$ cat src/rtl/counter_arbiter.sv
// Two-requester round-robin arbiter that grants a counted window of len cycles
// and keeps a sticky flag whenever a window runs through the full counter range.
module counter_arbiter #(
    parameter int unsigned CW = 4
) (
    input  logic          clk,
    input  logic          reset,
    input  logic [1:0]    req,
    input  logic [CW-1:0] len0,
    input  logic [CW-1:0] len1,
    input  logic          pause,
    input  logic          clr_ovf,
    output logic [1:0]    gnt,
    output logic          busy,
    output logic [CW-1:0] counter_out,
    output logic [1:0]    done,
    output logic          overflow_out
);

    typedef enum logic [1:0] {
        IDLE   = 2'd0,
        RUN    = 2'd1,
        FINISH = 2'd2
    } state_t;

    state_t        state;
    state_t        state_nxt;

    logic          winner;
    logic          winner_nxt;
    logic          last;
    logic          last_nxt;
    logic          pick;
    logic [CW-1:0] len_sel;
    logic [CW-1:0] target;
    logic [CW-1:0] target_nxt;
    logic [CW-1:0] counter_nxt;
    logic [1:0]    gnt_nxt;
    logic [1:0]    done_nxt;
    logic          busy_nxt;
    logic          ovf_nxt;
    logic          at_target;
    logic          ovf_set;

    // A lone request always wins; a tie goes to whoever was not served last.
    always_comb begin
        case (req)
            2'b01:   pick = 1'b0;
            2'b10:   pick = 1'b1;
            default: pick = ~last;
        endcase
        len_sel = pick ? len1 : len0;
    end

    assign at_target = (counter_out == target);
    assign ovf_set   = (state == RUN) && !pause && (counter_out == '1);

    always_ff @(posedge clk or posedge reset) begin
        if (reset) begin
            state <= IDLE;
        end else begin
            state <= state_nxt;
        end
    end

    always_comb begin
        state_nxt = state;
        case (state)
            IDLE:    if (|req) state_nxt = RUN;
            RUN:     if (!pause && at_target) state_nxt = FINISH;
            FINISH:  state_nxt = IDLE;
            default: state_nxt = IDLE;
        endcase
    end

    always_comb begin
        gnt_nxt     = gnt;
        done_nxt    = '0;
        busy_nxt    = (state_nxt != IDLE);
        counter_nxt = counter_out;
        target_nxt  = target;
        winner_nxt  = winner;
        last_nxt    = last;
        // Set takes priority over a simultaneous clear.
        ovf_nxt     = ovf_set | (overflow_out & ~clr_ovf);
        case (state)
            IDLE: begin
                gnt_nxt = '0;
                if (|req) begin
                    winner_nxt  = pick;
                    gnt_nxt     = pick ? 2'b10 : 2'b01;
                    counter_nxt = '0;
                    // len of 0 wraps to a target of all ones: a full-range window.
                    target_nxt  = len_sel - CW'(1);
                end
            end
            RUN: begin
                if (!pause) begin
                    if (at_target) begin
                        gnt_nxt  = '0;
                        done_nxt = winner ? 2'b10 : 2'b01;
                    end else begin
                        counter_nxt = counter_out + CW'(1);
                    end
                end
            end
            FINISH: begin
                gnt_nxt  = '0;
                last_nxt = winner;
            end
            default: begin
                gnt_nxt = '0;
            end
        endcase
    end

    always_ff @(posedge clk or posedge reset) begin
        if (reset) begin
            gnt          <= '0;
            done         <= '0;
            busy         <= 1'b0;
            counter_out  <= '0;
            overflow_out <= 1'b0;
            target       <= '0;
            winner       <= 1'b0;
            last         <= 1'b1;
        end else begin
            gnt          <= gnt_nxt;
            done         <= done_nxt;
            busy         <= busy_nxt;
            counter_out  <= counter_nxt;
            overflow_out <= ovf_nxt;
            target       <= target_nxt;
            winner       <= winner_nxt;
            last         <= last_nxt;
        end
    end

    a_gnt_onehot: assert property (@(posedge clk) disable iff (reset) $onehot0(gnt));
    a_done_onehot: assert property (@(posedge clk) disable iff (reset) $onehot0(done));

endmodule
$ cat config.mk
export PLATFORM = sky130hd
export DESIGN_NAME = counter_arbiter
export DESIGN_NICKNAME = d
export VERILOG_FILES = /design/src/rtl/counter_arbiter.sv
export SDC_FILE = /design/constraint.sdc
export NUM_CORES = 1
export LEC_CHECK = 0
export BUFFER_PORTS_ARGS = -buffer_cell sky130_fd_sc_hd__buf_4
export CAP_MARGIN = 20
export CORE_UTILIZATION = 30
export DETAILED_ROUTE_END_ITERATION = 6
export PLACE_DENSITY = 0.59
export SLEW_MARGIN = 20
export SYNTH_ARGS = -nofsm -noshare
export SYNTH_HDL_FRONTEND = slang
export SYNTH_SLANG_ARGS = --single-unit
$ cat constraint.sdc
create_clock -name clk -period 2.8 [get_ports clk]
set_input_delay 0.14 -clock clk [delete_from_list [all_inputs] [get_ports clk]]
set_output_delay 0.14 -clock clk [all_outputs]
set_load 0.05 [all_outputs]
Yosys cells after proc, flatten, opt, wreduce, memory -nomap -nowiden
Index checks and enable logic that the tools add are counted.
Widths: inputs -> output; s select.
{"block": "classes", "mux": 18, "bitwise": 4, "add_sub_neg": 2, "eq_ne": 10, "n_reduce_logical": 11}
{"cell": "$mux 2", "n": 10}
{"cell": "$mux 4", "n": 4}
{"cell": "$ne 2x2->1 const B", "n": 4}
{"cell": "$pmux 2 s2", "n": 2}
{"cell": "$pmux 4 s2", "n": 1}
{"cell": "$add 4x1->4 const B", "n": 1}
{"cell": "$eq 2x1->1 const B", "n": 2}
{"cell": "$eq 2x2->1 const B", "n": 2}
{"cell": "$eq 4x4->1", "n": 1}
{"cell": "$eq 4x4->1 const B", "n": 1}
{"cell": "$reduce_and 2->1", "n": 2}
{"cell": "$reduce_and 4->1", "n": 1}
{"cell": "$reduce_bool 2->1", "n": 2}
{"cell": "$sub 4x1->4 const B", "n": 1}
{"cell": "$logic_and 1x1->1", "n": 3}
{"cell": "$logic_not 2->1", "n": 1}
{"cell": "$not 1->1", "n": 2}
{"cell": "$pmux 1 s2", "n": 1}
{"cell": "$reduce_or 2->1", "n": 1}
{"cell": "$and 1x1->1", "n": 1}
{"cell": "$logic_not 1->1", "n": 1}
{"cell": "$or 1x1->1", "n": 1}
{"block": "word_totals", "inputBits": 14, "elab_cells": 54, "out_inout_bits": 10, "regBits": 18}

Depth between registers and ports, before layout
{"block": "logic_depth", "depth_word": 5, "mapped_depth": 10}

Worst setup path before layout
No wires, ideal clock.
{"block": "synth_path", "path_type": "in2reg", "from": "in req[0]", "to": "reg target[2]", "path_buffers": 1, "setup_ps": 70, "arrival_ps": 2004, "path_slack_ps": 726, "stages": 10, "path_cell_list": "inv_1 > ha_1 > or2_2 > and2_1 > clkbuf_1 > mux2i_1 > ha_1 > inv_1 > or4_1 > nand3_1"}
{"block": "synth_between", "elab_chain_cells": 4}
{"item": "from (decl)", "line_no": "8", "text": "input logic [1:0] req,"}
{"item": "$eq 2x2->1 / $eq 2x1->1 (equally long branches)", "line_no": "47", "text": "case (req)"}
{"item": "$pmux 1 s2", "line_no": "47"}
{"item": "$mux 4", "line_no": "52", "text": "len_sel = pick ? len1 : len0;"}
{"item": "$sub 4x1->4", "line_no": "94", "text": "target_nxt = len_sel - CW'(1);"}
{"item": "to (signal assigned)", "line_no": "133", "text": "target <= target_nxt;"}
{"item": "to (decl)", "line_no": "35", "text": "logic [CW-1:0] target;"}
Parallel ways exist; a longest one is shown, timed or not.
A chain may end at the register's enable or synchronous reset.

Worst setup path in the final report
{"block": "layout_path", "from": "reg last", "to": "reg target[2]"}
{"block": "layout_between", "elab_chain_cells": 4}
{"item": "from (decl)", "line_no": "31", "text": "logic last;"}
{"item": "from (signal assigned)", "line_no": "135", "text": "last <= last_nxt;"}
{"item": "$not 1->1", "line_no": "50", "text": "default: pick = ~last;"}
{"item": "$pmux 1 s2", "line_no": "47"}
{"item": "$mux 4", "line_no": "52"}
{"item": "$sub 4x1->4", "line_no": "94"}
No other way between the ends.

==> results.toml <==
[global_routing]
grt_overflow = 0
grt_pass1_vias = 768
grtUsageTotal_pct = 12.8
antenna_found_initial = 0
grt_max_degree = 19
grt_pass1_wl_um = 3220

[logic_synthesis]
avgSynthCellArea_sq_um = 10.3
synth-seq-cells = 18
ys.flop_type = "dfrtp_1"
ys_seq_area_share_pct = 49.1
yosysWarnings = 0
synth_cell_types = 32
syn_area_sq_um = 920
synth_nets = 107
synthCells = 89
synth-edff-count = 0
async_flop_share_pct = 100

[min_path]
hold_path.class = "in -> reg"
worstHoldStart = "clr_ovf"

[cts]
cts_resized = 0
cts_made_buffers = 3
htreeDepth = 1
cts_root_buffer = "clkbuf_4"
post_cts_buffers = 0
clkLatencyLatePin_ns = 0.29
tritoncts = "built"
cts_num_sinks = 18
path_clk_slew_ns = 0.10
clk_path_buf_depth = 2

[route]
drt-total-wl_um = 1800
wl_per_cell_um = 12.3
drtAntennaViolNets = 0
first_pass_iters = 6
vias = 736
drc = 8
viasPerCell = 5.04
dr.first_iter.drc_count = 17

[power_and_ir_drop]
pwr-share-clk_pct = 11.5
swShare_pct = 46.0
pwr-share-comb_pct = 50.4
ir_drop_uv = 228
p_leak_nw = 0.585
p_sw_uw = 547
p_int_uw = 641
p_per_area_mw_per_mm2 = 1020
power_frac_seq_pct = 38.0

[floorplanning]
fp.dieW_um = 57.4
start_util_pct = 32.5
core_sq_mm = 0.00283
rows = 19
pin_count = 24
die_height_um = 57.4
die_area_sq_mm = 0.00329

[placement]
port-buffer-count = 23
dp_hpwl_um = 1390
gp_congestion = 0.756
place_inst = 141

[sta]
slew_violations = 0
rsz0062_at_grt = "false"
fin_crit_ns = 2.07
fmax_mhz = 484
hold_viol = 0
max_slew_margin_pct = 54.8
setup_viol = 0
clock_skew_ns = 0.00190
period_share_pct = 73.8
worst_slew_pin_slew_ns = 0.677
tns_ns = 0

[worst_setup_path]
start_kind = "flip-flop"
cp_max_fo = 6
cp_slowest_cell = "dfstp_2"
slowest_delay_ns = 0.55
path_cells = "or2_2, and2_1, mux2i_1, ha_1, inv_1, or4_1, nand3_1"
cp.arrival_ns = 2.31
reg2reg_from = "last"
cp-end-kind = "flip-flop"
crit_required_ns = 3.04
worst-setup-path-type = "reg -> reg"
crit_path_start = "last"

[outcome]
status = "finished with violations"
failed_checks = "design-rule violations"

[final_layout]
layout.cells.non_filler = 146
drive_gt1_share_pct = 27.8
area_growth_pct = 26.4
nNetsFinal = 134
diodes = 0

[job]
maxCapViolations = 0
-- layout by cell type (no fill, tap or decap), types with 2 or more instances in the layout --
master / synthesis / final
a21oi_1: 3 / 3
and3_1: 2 / 2
buf_4: 0 / 24
clkbuf_4: 0 / 3
dfrtp_1: 17 / 17
ha_1: 4 / 4
inv_1: 6 / 6
mux2_2: 2 / 2
mux2i_1: 4 / 4
nand2_1: 7 / 7
nand2b_1: 2 / 2
nand3_1: 5 / 5
nor3_1: 4 / 4
nor4_1: 2 / 2
o211ai_1: 2 / 2
o21ai_0: 3 / 3
or2_2: 2 / 2
or4_1: 2 / 2
xor2_1: 6 / 6
-- metrics by stage --
step	cell area, sq um	hold WS [ns]	utilization, %	power, mW	setup WS [ns]
6_report	1160	0.0103	41.1	1.19	0.733
5_1_grt	1160	0.0116	41.1	1.28	0.604
4_1_cts	1160	0.00154	41.1	1.20	0.714
3_5_place_dp	1130	0.284	39.8	1.06	0.602
3_3_place_gp	1130	0.269	39.8	1.04	0.682
2_1_floorplan	920	0.0778	-	0.892	0.726
-- worst paths after layout --
path / slack, ns / endpoint / cells past startpoint
max: 0.73 / target[2] / 7
min: 0.01 / overflow_out / 2
max reg2reg: 0.73 / target[2] / 7
min reg2reg: 0.51 / target[2] / 2
max in group asynchronous: 1.87 / gnt[0] / 3
min in group asynchronous: 0.50 / busy / 3
-- power groups by stage --
stage | sequential, mW | combinational (mW) | clock, mW
final | 0.452 | 0.599 | 0.137
after global routing | 0.468 | 0.660 | 0.154
after floorplan | 0.589 | 0.303 | 0
after detailed placement | 0.459 | 0.601 | 0
after CTS | 0.455 | 0.605 | 0.141
after global placement | 0.455 | 0.590 | 0
-- synth_stat cells (3+ instances only) --
cell      n  area (sq um)
dfrtp_1  17           425
nand2_1   7          26.3
inv_1     6          22.5
xor2_1    6          52.6
nand3_1   5          25.0
ha_1      4          50.1
mux2i_1   4          40.0
nor3_1    4          20.0
a21oi_1   3          15.0
o21ai_0   3          15.0
-- layout make-up --
| class | instances | area, sq um |
|---|---|---|
| clock buffers | 4 | 26.3 |
| inverters | 6 | 22.5 |
| fillers | 283 | 1670 |
| repair buffers | 25 | 190 |
| well taps | 31 | 38.8 |
| flip-flops and latches | 18 | 452 |
| multi-input cells | 62 | 433 |
-- worst max-delay path: cells and delay by family, from the launching register on --
| family | cells | cell delay (ns) |
|---|---|---|
| adder cells (fa/ha/maj) | 1 | 0.17 |
| buffers and inverters | 1 | 0.04 |
| flip-flops | 1 | 0.55 |
| multiplexers | 1 | 0.28 |
| AND/OR/NAND/NOR | 4 | 0.97 |
-- what timing repair did --
item,4_1_cts,5_1_grt
hold buffers,1,0
endpoints found under the hold margin,17,0
setup endpoints to repair,0,0
-- layer usage --
metal	up-vias	share of wire, %	global-route usage (%)
li1	369	-	-
met1	341	46	15.4
met2	22	48	21.8
met3	4	4.7	2.04
met4	0	1.5	7.32
met5	-	0	0
-- cells by family (layout without fill, tap and decap cells) --
| logic type | after synthesis | in the layout | synth area share (%) |
|---|---|---|---|
| simple gates | 31 | 31 | 18.1 |
| flops | 18 | 18 | 49.1 |
| compound gates | 15 | 15 | 11.0 |
| buf+inv | 9 | 35 | 3.81 |
| xor+xnor | 6 | 6 | 5.71 |
| mux | 6 | 6 | 6.80 |
| fa+ha+maj | 4 | 4 | 5.44 |
-- sequential cells by signal, indices dropped and copies added (netlist names) --
register      count
done              2
overflow_out      1
winner            1
target            4
state             2
busy              1
gnt               2
last              1
counter_out       4
Note: power is estimated with default switching activity, not from simulation.
